`config.mk`:
```
export PLATFORM = sky130hd
export DESIGN_NAME = axi_reg_arbiter
export DESIGN_NICKNAME = d
export VERILOG_FILES = /design/src/rtl/axi_reg_pkg.sv /design/src/rtl/axi_reg_arbiter_rr_arb2.sv /design/src/rtl/axi_reg_arbiter.sv
export SDC_FILE = /design/constraint.sdc
export NUM_CORES = 1
export LEC_CHECK = 0
export ABC_AREA = 1
export BUFFER_PORTS_ARGS = -buffer_cell sky130_fd_sc_hd__buf_4
export CORE_MARGIN = 1.5
export CORE_UTILIZATION = 43
export DETAILED_ROUTE_END_ITERATION = 7
export PLACE_DENSITY = 0.81
export SLEW_MARGIN = 20
export SYNTH_ARGS = -nofsm -noshare
export SYNTH_HDL_FRONTEND = slang
export SYNTH_SLANG_ARGS = --single-unit
```
`constraint.sdc`:
```
create_clock -name clk -period 1.8 [get_ports clk]
set_input_delay 0.09 -clock clk [delete_from_list [all_inputs] [get_ports clk]]
set_output_delay 0.09 -clock clk [all_outputs]
set_load 0.01 [all_outputs]
```
`src/rtl/axi_reg_pkg.sv`:
```
`default_nettype none
// ============================================================================
// axi_reg_pkg : shared state, request and response types for axi_reg_arbiter
// Rev 1.0
// ============================================================================
package axi_reg_pkg;

  localparam int N_REGS    = 8;
  localparam int REG_IDX_W = $clog2(N_REGS);

  localparam logic [1:0] RESP_OKAY   = 2'b00;
  localparam logic [1:0] RESP_EXOKAY = 2'b01;
  localparam logic [1:0] RESP_SLVERR = 2'b10;
  localparam logic [1:0] RESP_DECERR = 2'b11;

  typedef enum logic [2:0] {
    IDLE  = 3'd0,
    WADDR = 3'd1,
    WRESP = 3'd2,
    RADDR = 3'd3,
    RDATA = 3'd4,
    DONE  = 3'd5
  } arb_state_e;

  typedef struct packed {
    logic                 we;
    logic [REG_IDX_W-1:0] idx;
    logic [31:0]          wdata;
  } reg_req_t;

  // Anything other than a plain OKAY is reported to the requester as an error.
  function automatic logic resp_is_err(input logic [1:0] resp);
    logic e;
    case (resp)
      RESP_OKAY:                             e = 1'b0;
      RESP_EXOKAY, RESP_SLVERR, RESP_DECERR: e = 1'b1;
    endcase
    return e;
  endfunction

endpackage
`default_nettype wire

```
`src/rtl/axi_reg_arbiter_rr_arb2.sv`:
```
`default_nettype none
// ============================================================================
// rr_arb2 : two-requester grant logic with priority pointer
// Build option ARB_RR_EN: round-robin pointer; undefined = fixed priority to 0.
// Rev 1.0
// ============================================================================
module rr_arb2 (
  input  logic       clk,
  input  logic       areset,
  input  logic [1:0] req,
  input  logic       adv,
  input  logic       adv_id,
  output logic [1:0] gnt
);

`ifdef ARB_RR_EN
  logic prio_q;
  logic prio_d;

  // After serving requester i, requester 1-i gets priority on the next tie.
  always_comb begin
    prio_d = prio_q;
    if (adv) prio_d = ~adv_id;
  end

  always_ff @(posedge clk or negedge areset) begin
    if (!areset) prio_q <= 1'b0;
    else         prio_q <= prio_d;
  end

  always_comb begin
    gnt = req;
    if (req == 2'b11) gnt = prio_q ? 2'b10 : 2'b01;
  end
`else
  logic unused_rr;
  assign unused_rr = ^{clk, areset, adv, adv_id};
  assign gnt       = {req[1] & ~req[0], req[0]};
`endif

endmodule
`default_nettype wire

```
`src/rtl/axi_reg_arbiter.sv`:
```
`default_nettype none
// ============================================================================
// axi_reg_arbiter : schedules single-word requests from two requesters onto
// one AXI master port. Build option ARB_RR_EN selects round-robin arbitration.
// Rev 1.0
// ============================================================================
module axi_reg_arbiter
  import axi_reg_pkg::*;
#(
  parameter logic [3:0] FIXED_WSTRB = 4'hF
) (
  input  logic        clk,
  input  logic        areset,
  input  logic [1:0]  req_i,
  input  logic [1:0]  we_i,
  input  logic [5:0]  addr_i,
  input  logic [63:0] wdata_i,
  output logic [1:0]  done_o,
  output logic [1:0]  err_o,
  output logic [31:0] rdata_o,
  output logic [31:0] awaddr_o,
  output logic        awvalid_o,
  input  logic        awready_i,
  output logic [31:0] wdata_o,
  output logic [3:0]  wstrb_o,
  output logic        wvalid_o,
  input  logic        wready_i,
  input  logic [1:0]  bresp_i,
  input  logic        bvalid_i,
  output logic        bready_o,
  output logic [31:0] araddr_o,
  output logic        arvalid_o,
  input  logic        arready_i,
  input  logic [31:0] rdata_i,
  input  logic        rvalid_i,
  output logic        rready_o
);

  arb_state_e  state_q,   state_d;
  reg_req_t    req_q,     req_d;
  logic        win_q,     win_d;
  logic        awvalid_q, awvalid_d;
  logic        wvalid_q,  wvalid_d;
  logic        bready_q,  bready_d;
  logic        arvalid_q, arvalid_d;
  logic        rready_q,  rready_d;
  logic [1:0]  done_q,    done_d;
  logic [1:0]  err_q,     err_d;
  logic [31:0] rdata_q,   rdata_d;

  logic [1:0]  gnt;
  logic        adv;

  rr_arb2 u_arb (
    .clk    (clk),
    .areset (areset),
    .req    (req_i),
    .adv    (adv),
    .adv_id (win_q),
    .gnt    (gnt)
  );

  always_comb begin
    state_d   = state_q;
    req_d     = req_q;
    win_d     = win_q;
    awvalid_d = awvalid_q;
    wvalid_d  = wvalid_q;
    bready_d  = bready_q;
    arvalid_d = arvalid_q;
    rready_d  = rready_q;
    done_d    = 2'b00;
    err_d     = 2'b00;
    rdata_d   = rdata_q;
    adv       = 1'b0;

    case (state_q)
      IDLE: begin
        if (|req_i) begin
          win_d       = gnt[1];
          req_d.we    = gnt[1] ? we_i[1] : we_i[0];
          req_d.idx   = gnt[1] ? addr_i[2*REG_IDX_W-1:REG_IDX_W] : addr_i[REG_IDX_W-1:0];
          req_d.wdata = gnt[1] ? wdata_i[63:32] : wdata_i[31:0];
          if (req_d.we) begin
            awvalid_d = 1'b1;
            wvalid_d  = 1'b1;
            state_d   = WADDR;
          end else begin
            arvalid_d = 1'b1;
            state_d   = RADDR;
          end
        end
      end

      // AW and W complete independently; leave only once both have been taken.
      WADDR: begin
        awvalid_d = awvalid_q & ~awready_i;
        wvalid_d  = wvalid_q & ~wready_i;
        if (!awvalid_d && !wvalid_d) begin
          bready_d = 1'b1;
          state_d  = WRESP;
        end
      end

      WRESP: begin
        if (bvalid_i) begin
          bready_d      = 1'b0;
          done_d[win_q] = 1'b1;
          err_d[win_q]  = resp_is_err(bresp_i);
          state_d       = DONE;
        end
      end

      RADDR: begin
        if (arready_i) begin
          arvalid_d = 1'b0;
          rready_d  = 1'b1;
          state_d   = RDATA;
        end
      end

      RDATA: begin
        if (rvalid_i) begin
          rready_d      = 1'b0;
          rdata_d       = rdata_i;
          done_d[win_q] = 1'b1;
          state_d       = DONE;
        end
      end

      DONE: begin
        adv     = 1'b1;
        state_d = IDLE;
      end

      default: state_d = IDLE;
    endcase
  end

  always_ff @(posedge clk or negedge areset) begin
    if (!areset) begin
      state_q   <= IDLE;
      req_q     <= '0;
      win_q     <= 1'b0;
      awvalid_q <= 1'b0;
      wvalid_q  <= 1'b0;
      bready_q  <= 1'b0;
      arvalid_q <= 1'b0;
      rready_q  <= 1'b0;
      done_q    <= 2'b00;
      err_q     <= 2'b00;
      rdata_q   <= '0;
    end else begin
      state_q   <= state_d;
      req_q     <= req_d;
      win_q     <= win_d;
      awvalid_q <= awvalid_d;
      wvalid_q  <= wvalid_d;
      bready_q  <= bready_d;
      arvalid_q <= arvalid_d;
      rready_q  <= rready_d;
      done_q    <= done_d;
      err_q     <= err_d;
      rdata_q   <= rdata_d;
    end
  end

  // Address and data come straight from the latched request, so they stay
  // stable for the whole transaction regardless of requester inputs.
  assign awaddr_o  = {{(32-REG_IDX_W){1'b0}}, req_q.idx};
  assign araddr_o  = {{(32-REG_IDX_W){1'b0}}, req_q.idx};
  assign wdata_o   = req_q.wdata;
  assign wstrb_o   = req_q.we ? FIXED_WSTRB : 4'h0;
  assign awvalid_o = awvalid_q;
  assign wvalid_o  = wvalid_q;
  assign bready_o  = bready_q;
  assign arvalid_o = arvalid_q;
  assign rready_o  = rready_q;
  assign done_o    = done_q;
  assign err_o     = err_q;
  assign rdata_o   = rdata_q;

endmodule
`default_nettype wire

```
==> results of run 1 <==
==> layer usage <==
metal,vias to the layer above,global-route usage (%),share of wire (%)
met2,174,40.0,54
met1,1795,24.5,37
met5,-,0,0
met4,0,10.4,3.0
met3,29,3.27,6.0
li1,1845,-,-
==> worst reg2reg max path, delay by kind of cell, from the launching register on <==
| kind | cells | cell delay [ns] |
|---|---|---|
| and+or+nand+nor | 4 | 0.68 |
| buffers and inverters | 1 | 0.30 |
| DFF | 1 | 0.44 |
| AOI/OAI and AO/OA | 1 | 0.12 |
==> worst paths after layout <==
check                                   end  cells after the start
worst max-delay path            wdata_o[27]                      6
worst min-delay path               bready_o                      4
worst max register to register  wdata_o[27]                      6
worst min register to register    done_o[0]                      1
max in group asynchronous       wdata_o[18]                      3
min in group asynchronous       rdata_o[17]                      2
==> registers in the layout, summed over array words and instances (netlist names), 2 cells and up <==
register,flops
rdata_o,32
wdata_o,32
done_o,2
err_o,2
state_q,3
araddr_o,3
==> power by group <==
group	switching [mW]	total (mW)	internal (mW)
Clock	0.676	1.46	0.782
Sequential	0.537	3.20	2.66
Combinational	1.95	3.91	1.96
Total	3.16	8.56	5.40
==> cell type report <==
cell class / count / area share (%)
clock buffers: 9 / 2.09
clock inverters: 6 / 1.54
inverters: 19 / 1.20
multi-input cells: 360 / 26.6
flip-flops and latches: 81 / 34.2
well taps: 111 / 2.34
repair buffers: 238 / 32.0
==> cell usage in the layout (no fill, tap or decap) <==
master and instances:
nand2_1 201, buf_4 201, dfrtp_1 81, conb_1 58
nand3_1 41, o21a_1 35, dlygate4sd3_1 35, inv_1 17
nor2_1 11, clkbuf_8 9, o21ai_0 4, nor2_4 2
a21oi_1 2, o21bai_1 2, clkinv_4 2, bufinv_16 2
buf_12 2, o211ai_1 1, nor2_2 1, inv_2 1
nand2_2 1, clkinv_1 1, or2_2 1, inv_6 1
clkinv_2 1
==> kinds of logic (layout without fill, tap and decap cells) <==
kind of cell	count (synthesis)	in the layout	synth area share [%]
flops	81	81	49.8
simple gates	258	258	25.6
compound gates	44	44	7.75
buf+inv	103	272	16.7
other cells	1	58	0.0922
==> what timing repair did <==
action / CTS / global route
hold endpoints to repair: 74 / 0
hold buffers: 35 / 0
gates resized for setup: 0 / 0
==> out/results.ini, run 1 <==
[status]
status=finished clean

[critical_path]
worstPathMaxFanout=64
cp-start-kind=register
required_ns=2.03
cp-end-kind=register
crit_path_max_incr_delay_ns=0.44
timing.rr.start=state_q[1]
cp_slowest_cell=dfrtp_1
cpLargestDelayFamily=simple AND/OR/NAND/NOR gates
arrival_ns=1.88
r2r_setup_slack_ns=0.15
critPathBufInv=1
critPathLaunch=state_q[1]
crit_chain=nor2_2 > nand2_2 > nor2_4 > buf_12 > nand3_1 > o21a_1
path_class=reg -> reg

[detailed_routing]
routedWlPerCell_um=13.4
num_vias=3843
wl_um=11100
postRouteAntennaNets=0
drt_first_iter_violations=102
route.detailed.drc=0
vias_per_cell=4.66
first_pass_iters=4

[cells_and_area]
diodes=0
regArea_um2=2030
nets=824
syn_to_final_growth_pct=45.7
final_cells=824
multi_input_area_um2=1580
final_util_pct=64.4
drive_above_1_share_pct=31.4
fillers=728
fin_area_um2=5930

[logic_synthesis]
ys_top_cells_by_count=nand2_1 (201), dfrtp_1 (81), buf_4 (72)
synthArstFlopShare_pct=100
synth-main-ff-cell=dfrtp_1
seq_area_frac_synth_pct=49.8
synth_area_leader_cell=dfrtp_1
syn_area_per_cell_um2=8.36
synth_edf_count=0
syn_area_um2=4070
synth_warnings=0
yosysMostFrequentCell=nand2_1
synthCells=487
yosysUniqueCellTypes=21
synth_top_area_share_pct=49.8
synth.area.top_cells=dfrtp_1 (50%), nand2_1 (19%), buf_4 (13%)
yosys_register_bits=81

[placed_design]
placedCellCount=774
dp_hpwl_um=7670
gp_congestion=0.802
placed_area_um2=5360
place_ws_ns=0.186
io_buffers=197

[job]
drv_cap=0

[timing]
rsz0062_at_grt=no
fin_crit_ns=1.65
fmax_ghz=0.605
post-route-period-util_pct=91.8
fin_ws_ns=0.147
setup_viol=0
slew_headroom_pct=64.3
slew_viol_final=0
finalClockSkew_ns=0.00932
hold_ws_ns=0.0406
max_slew.worst_pin.slew_ns=0.536
tns_ns=0
hold_viol_final=0

[die]
start_util_pct=44.2
io_pins=256
core_um2=9200
die_area_um2=10100
die_y_um=100
fp.dieW_um=100
rows=35

[power_and_ir_drop]
power.total_mw=8.56
p_leak_nw=3.20
ir_drop_mv=0.737
powerDensity_nw_per_um2=1440

[clocking]
cts_buffers=9
cts.sinks=81
cts_setup_buffers=0
clkTransAtPathRegs_ns=0.09
cts-root-buf=clkbuf_8
cts_tree=built
max-clock-path-buffers=2
clk_latency_ns=0.34
cts_htree_levels=3

[worst_hold_path]
hp-start=bvalid_i
worstHoldPathType=in -> reg

[grt]
grt_max_degree=65
grt_pass1_vias=3667
grtUsageTotal_pct=21.7
grt_antenna_before_repair=0
grt-ovfl-total=0
grt_pass1_wl_um=17200

Note: power is estimated with default switching activity, not from simulation.
==> run 2, diff against run 1 <==
--- a/config.mk
+++ b/config.mk
@@ -6,11 +6,11 @@
 export NUM_CORES = 1
 export LEC_CHECK = 0
 export ABC_AREA = 1
-export BUFFER_PORTS_ARGS = -buffer_cell sky130_fd_sc_hd__buf_4
-export CORE_MARGIN = 1.5
-export CORE_UTILIZATION = 43
+export CORE_AREA = 2 2 99 101
+export CTS_CLUSTER_SIZE = 28
 export DETAILED_ROUTE_END_ITERATION = 7
-export PLACE_DENSITY = 0.81
+export DIE_AREA = 0 0 101 103
+export DONT_BUFFER_PORTS = 1
 export SLEW_MARGIN = 20
 export SYNTH_ARGS = -nofsm -noshare
 export SYNTH_HDL_FRONTEND = slang
==> run 2 against run 1 <==
  * The run now ends with hold timing left
  * Core utilization fell by 9.9 points
  * First-iteration DRC count rose by 16%
  * Total power fell by 15%
  * Cell count fell by 15%
  * Global-route usage fell by 2.5 points
  * Die area rose by 3.5%
  * Clock skew rose by 0.0027 ns
  * Setup slack improved by 0.035 ns
  * Critical endpoint is now err_o[0]
  * Final area fell by 13%
==> out/results.ini, run 2 (synthesized netlist as in run 1, its figures left out) <==
[clocking]
cts_htree_levels=3  ; unchanged
cts-root-buf=clkbuf_8
cts_buffers=9  ; unchanged
cts_setup_buffers=0  ; unchanged
hold_buffers=107  ; +210%
cts_tree=built
cts.sinks=81  ; unchanged
clk_latency_ns=0.35  ; about the same
max-clock-path-buffers=2  ; unchanged
clkTransAtPathRegs_ns=0.09  ; about the same

[detailed_routing]
drt_first_iter_violations=118  ; +16%
postRouteAntennaNets=0  ; unchanged
num_vias=3323  ; -14%
vias_per_cell=4.75  ; +1.9%
wl_um=10400  ; -5.6%
first_pass_iters=5  ; +1
route.detailed.drc=0  ; unchanged
routedWlPerCell_um=14.9  ; +11%

[critical_path]
arrival_ns=1.90  ; +0.02 ns
worst_r2r_endpoint=err_o[0]
cp-start-kind=register
timing.rr.start=state_q[2]
cp-end-kind=register
required_ns=2.09  ; +0.06 ns
path_class=reg -> reg
crit_chain=inv_1 > nand2_1 > nor2_2 > o211ai_1 > dlygate4sd3_1 > nor2_1
crit_path_max_incr_delay_ns=0.57  ; +0.13 ns
worstPathMaxFanout=5  ; -92%
critPathLaunch=state_q[2]
r2r_cells=6  ; unchanged
r2r_setup_slack_ns=0.18  ; +0.04 ns
cp_slowest_cell=dlygate4sd3_1

[cells_and_area]
fin_area_um2=5160  ; -13%
final_cells=699  ; -15%
diodes=0  ; unchanged
nets=696  ; -16%
layout_common_cells=nand2_1 (201), dlygate4sd3_1 (107), dfrtp_1 (81), conb_1 (58), nand3_1 (41)
final_common_cell=nand2_1
final_util_pct=54.5  ; -9.9 points
drive_above_1_share_pct=4.27  ; -27 points
syn_to_final_growth_pct=26.7

[timing]
fin_crit_ns=1.62  ; -0.0355 ns
fmax_ghz=0.618  ; +2.2%
slew_viol_final=0  ; unchanged
finalClockSkew_ns=0.0121  ; +0.00273 ns
rsz0062_at_grt=no
max_slew.worst_pin.slew_ns=1.05  ; +0.510 ns
slew_headroom_pct=29.8  ; -34 points
tns_ns=0  ; unchanged
setup_viol=0  ; unchanged
post-route-period-util_pct=89.9  ; -2.0 points
hold_ws_ns=-0.575  ; -0.615 ns
hold_viol_final=81  ; +81

[grt]
grt_antenna_before_repair=0  ; unchanged
grt_pass1_vias=3293  ; -10%
grt-ovfl-total=0  ; unchanged
grtUsageTotal_pct=19.2  ; -2.5 points
grt_max_degree=82  ; +26%
grt_pass1_wl_um=15500  ; -9.9%

[die]
rows=36  ; +2.9%
fp.dieW_um=101  ; +0.72%
core_um2=9460  ; +2.9%
die_y_um=103  ; +2.7%
start_util_pct=43.0  ; -1.2 points
io_pins=256  ; unchanged
die_area_um2=10400  ; +3.5%

[power_and_ir_drop]
p_leak_nw=2.53  ; -21%
ir_drop_mv=0.726  ; -1.5%
powerDensity_nw_per_um2=1420  ; -2.0%
power.total_mw=7.30  ; -15%

[placed_design]
placedCellCount=577  ; -25%
dp_hpwl_um=6050  ; -21%
placed_area_um2=3850  ; -28%
io_buffers=0  ; -100%
gp_congestion=0.858  ; +7.0%

[status]
violations=hold timing
status=finished with violations

[job]
drv_cap=0  ; unchanged

[worst_hold_path]
worstHoldPathType=in -> async

[run 2: power breakdown]
part | total, mW | leakage (nW) | switching, mW | internal (mW)
Clock | 1.56 | 0.115 | 0.653 | 0.909
Sequential | 3.75 | 0.963 | 1.09 | 2.66
Combinational | 1.99 | 1.45 | 1.09 | 0.903
[run 2: worst max-delay path by stage]
stage / end / slack [ns]
after floorplan: rdata_o[0] / 0.54
after global placement: wdata_o[8] / 0.23
after detailed placement: wdata_o[17] / 0.19
after CTS: err_o[0] / 0.15
after global routing: err_o[1] / 0.02
final: err_o[0] / 0.18
[run 2: layout make-up]
class	instances	area, µm²
repair buffers	110	1110
flip-flops and latches	81	2030
well taps	114	143
clock buffers	9	124
clock inverters	6	108
fillers	810	4300
inverters	19	71.3
multi-input cells	360	1580
[run 2: per-layer routing]
metal  routed length (µm)  vias to the layer above  GRT usage, %
met3                  747                       19          4.95
li1                     -                     1586             -
met5                    0                        -             0
met2                 5480                      157          35.0
met1                 3950                     1561          20.8
met4                  259                        0          9.46
[run 2: stage by stage]
stage | worst slack [ns] | hold WS (ns)
after detailed placement | 0.193 | -0.204
after global routing | 0.0191 | -0.601
after CTS | 0.148 | -0.595
after floorplan | 0.540 | -0.206
after global placement | 0.232 | -0.204
final | 0.183 | -0.575
[run 2: what timing repair did]
action	CTS	global route
hold endpoints to repair	158	81
setup endpoints to repair	0	2
resized for setup	0	1
[run 2: worst max-delay path, delay by kind of cell (launching register included)]
kind            cells  cell delay [ns]
buf+inv             2             0.70
flops               1             0.44
simple gates        3             0.33
compound gates      1             0.09
==> run 3, diff against run 2 <==
--- a/config.mk
+++ b/config.mk
@@ -7,6 +7,7 @@
 export LEC_CHECK = 0
 export ABC_AREA = 1
 export CORE_AREA = 2 2 99 101
+export CTS_BUF_LIST = sky130_fd_sc_hd__clkbuf_16
 export CTS_CLUSTER_SIZE = 28
 export DETAILED_ROUTE_END_ITERATION = 7
 export DIE_AREA = 0 0 101 103
==> run 3 against run 2 <==
  * The flow still finishes with violations (hold timing)
  * Sequential power is essentially flat
  * Clock skew shrank 0.0058 ns
  * Count of clock-buffer cells in the layout is the same
  * Total power grew 5.2%
  * Hold slack gained 0.024 ns
  * Core utilization shrank 3.8 points
  * Non-clock buffer count shrank 46
  * Clock power grew 31%
  * Global-route usage shrank 1.6 points
  * Maximum frequency grew 1.5%
  * Sequential share of layout area grew 2.9 points
==> out/results.ini, run 3 (synthesized netlist as in run 1, its figures left out) <==
[clocking]
hold_buffers=61  ; -43%
cts_buffers=9  ; unchanged
cts_setup_buffers=0  ; unchanged
clkTransAtPathRegs_ns=0.06  ; -0.03 ns
cts-root-buf=clkbuf_16
cts_htree_levels=3  ; unchanged
cts.sinks=81  ; unchanged
max-clock-path-buffers=2  ; unchanged
clk_latency_ns=0.33  ; -0.02 ns
cts_tree=built

[die]
die_y_um=103  ; unchanged
core_um2=9460  ; unchanged
io_pins=256  ; unchanged
die_area_um2=10400  ; unchanged
fp.dieW_um=101  ; unchanged
rows=36  ; unchanged
start_util_pct=43.0  ; unchanged

[detailed_routing]
postRouteAntennaNets=0  ; unchanged
route.detailed.drc=0  ; unchanged
first_pass_iters=5  ; unchanged
drt_first_iter_violations=111  ; -5.9%
wl_um=9380  ; -10%
vias_per_cell=4.88  ; +2.7%
routedWlPerCell_um=14.4  ; -3.8%
num_vias=3187  ; -4.1%

[cells_and_area]
diodes=0  ; unchanged
final_util_pct=50.7  ; -3.8 points
syn_to_final_growth_pct=17.9
drive_above_1_share_pct=4.64  ; +0.36 points
nets=650  ; -6.6%
layout_common_cells=nand2_1 (201), dfrtp_1 (81), dlygate4sd3_1 (61), conb_1 (58), nand3_1 (41)
fillers=856  ; +5.7%
final_common_cell=nand2_1

[status]
status=finished with violations
violations=hold timing

[grt]
grt-ovfl-total=0  ; unchanged
grt_antenna_before_repair=0  ; unchanged
grt_pass1_wl_um=14300  ; -7.8%
grt_pass1_vias=3179  ; -3.5%
grt_max_degree=82  ; unchanged
grtUsageTotal_pct=17.6  ; -1.6 points

[timing]
fin_crit_ns=1.59  ; -0.0246 ns
setup_viol=0  ; unchanged
fmax_ghz=0.628  ; +1.5%
slew_headroom_pct=33.4  ; +3.6 points
post-route-period-util_pct=88.5  ; -1.4 points
max_slew.worst_pin.slew_ns=0.993  ; -0.0531 ns
fin_ws_ns=0.207  ; +0.0246 ns
hold_viol_final=81  ; unchanged
tns_ns=0  ; unchanged
hold_ws_ns=-0.550  ; +0.0242 ns
rsz0062_at_grt=no
slew_viol_final=0  ; unchanged
finalClockSkew_ns=0.00626  ; -0.00579 ns

[placed_design]
place_ws_ns=0.193  ; unchanged
dp_hpwl_um=6050  ; unchanged
gp_congestion=0.858  ; unchanged
io_buffers=0  ; unchanged

[worst_hold_path]
worstHoldPathType=in -> async

[power_and_ir_drop]
p_leak_nw=2.38  ; -5.8%
ir_drop_mv=0.668  ; -8.1%
powerDensity_nw_per_um2=1600  ; +13%

[critical_path]
cp-end-kind=register
arrival_ns=1.86  ; -0.04 ns
cp-start-kind=register
path_class=reg -> reg
worstPathMaxFanout=5  ; unchanged
required_ns=2.07  ; -0.02 ns

[job]
drv_cap=0  ; unchanged

## run 3: changes by cell type in the layout (fill, tap and decap cells not counted)
cell           delta
dlygate4sd3_1    -46
clkbuf_8          -9
clkbuf_16         +9
## run 3: power by group
part	internal, mW	total (mW)	switching [mW]
clock network	1.34	2.04	0.701
registers	2.67	3.74	1.07
logic	0.837	1.89	1.06
total	4.85	7.68	2.83
## run 3: cell type report
type | instances | area, µm² | area share [%]
clock buffers | 9 | 225 | 4.69
clock inverters | 6 | 108 | 2.24
multi-input cells | 360 | 1580 | 32.9
repair buffers | 64 | 646 | 13.5
flip-flops and latches | 81 | 2030 | 42.3
inverters | 19 | 71.3 | 1.49
well taps | 114 | 143 | 2.97
## run 3: stage by stage
step                instances  area [µm²]  hold WS, ns  total power [mW]
finish                    653        4800       -0.550              7.68
global route              653        4800       -0.571              8.26
CTS                       653        4790       -0.563              7.75
detailed placement        577        3850       -0.204              5.57
global placement          577        3850       -0.204              5.47
floorplan                 544        4280       -0.206              5.30
## run 3: metal layers
| metal | up-vias | global-route usage [%] | wire [µm] | share of wire (%) |
|---|---|---|---|---|
| met5 | - | 0 | 0 | 0 |
| met4 | 0 | 10.2 | 289 | 3.1 |
| met3 | 26 | 4.68 | 739 | 7.9 |
| met2 | 164 | 32.1 | 4830 | 52 |
| met1 | 1504 | 18.3 | 3520 | 37 |
| li1 | 1493 | - | - | - |
## run 3: worst paths after layout
check / startpoint / end / slack, ns / cells after the start
setup / recovery: state_q[2] / err_o[0] / 0.21 / 6
hold / removal: areset / wdata_o[26] / -0.55 / 0
setup reg to reg: state_q[2] / err_o[0] / 0.21 / 6
hold reg to reg: win_q / err_o[0] / 0.45 / 1
max in group asynchronous: areset / win_q / 2.24 / 0
min in group clk: wdata_i[52] / wdata_o[20] / 0.01 / 3
## run 3: worst max-delay path, cell delays in order, from the launching register on
cell and delay, ns:
dfrtp_1 0.43, inv_1 0.13, nand2_1 0.11, nor2_2 0.12, o211ai_1 0.09, dlygate4sd3_1 0.57, nor2_1 0.08
## run 3: timing repair
action,CTS,global route
hold endpoints to repair,136,81
resized for setup,0,1
setup endpoints to repair,0,1
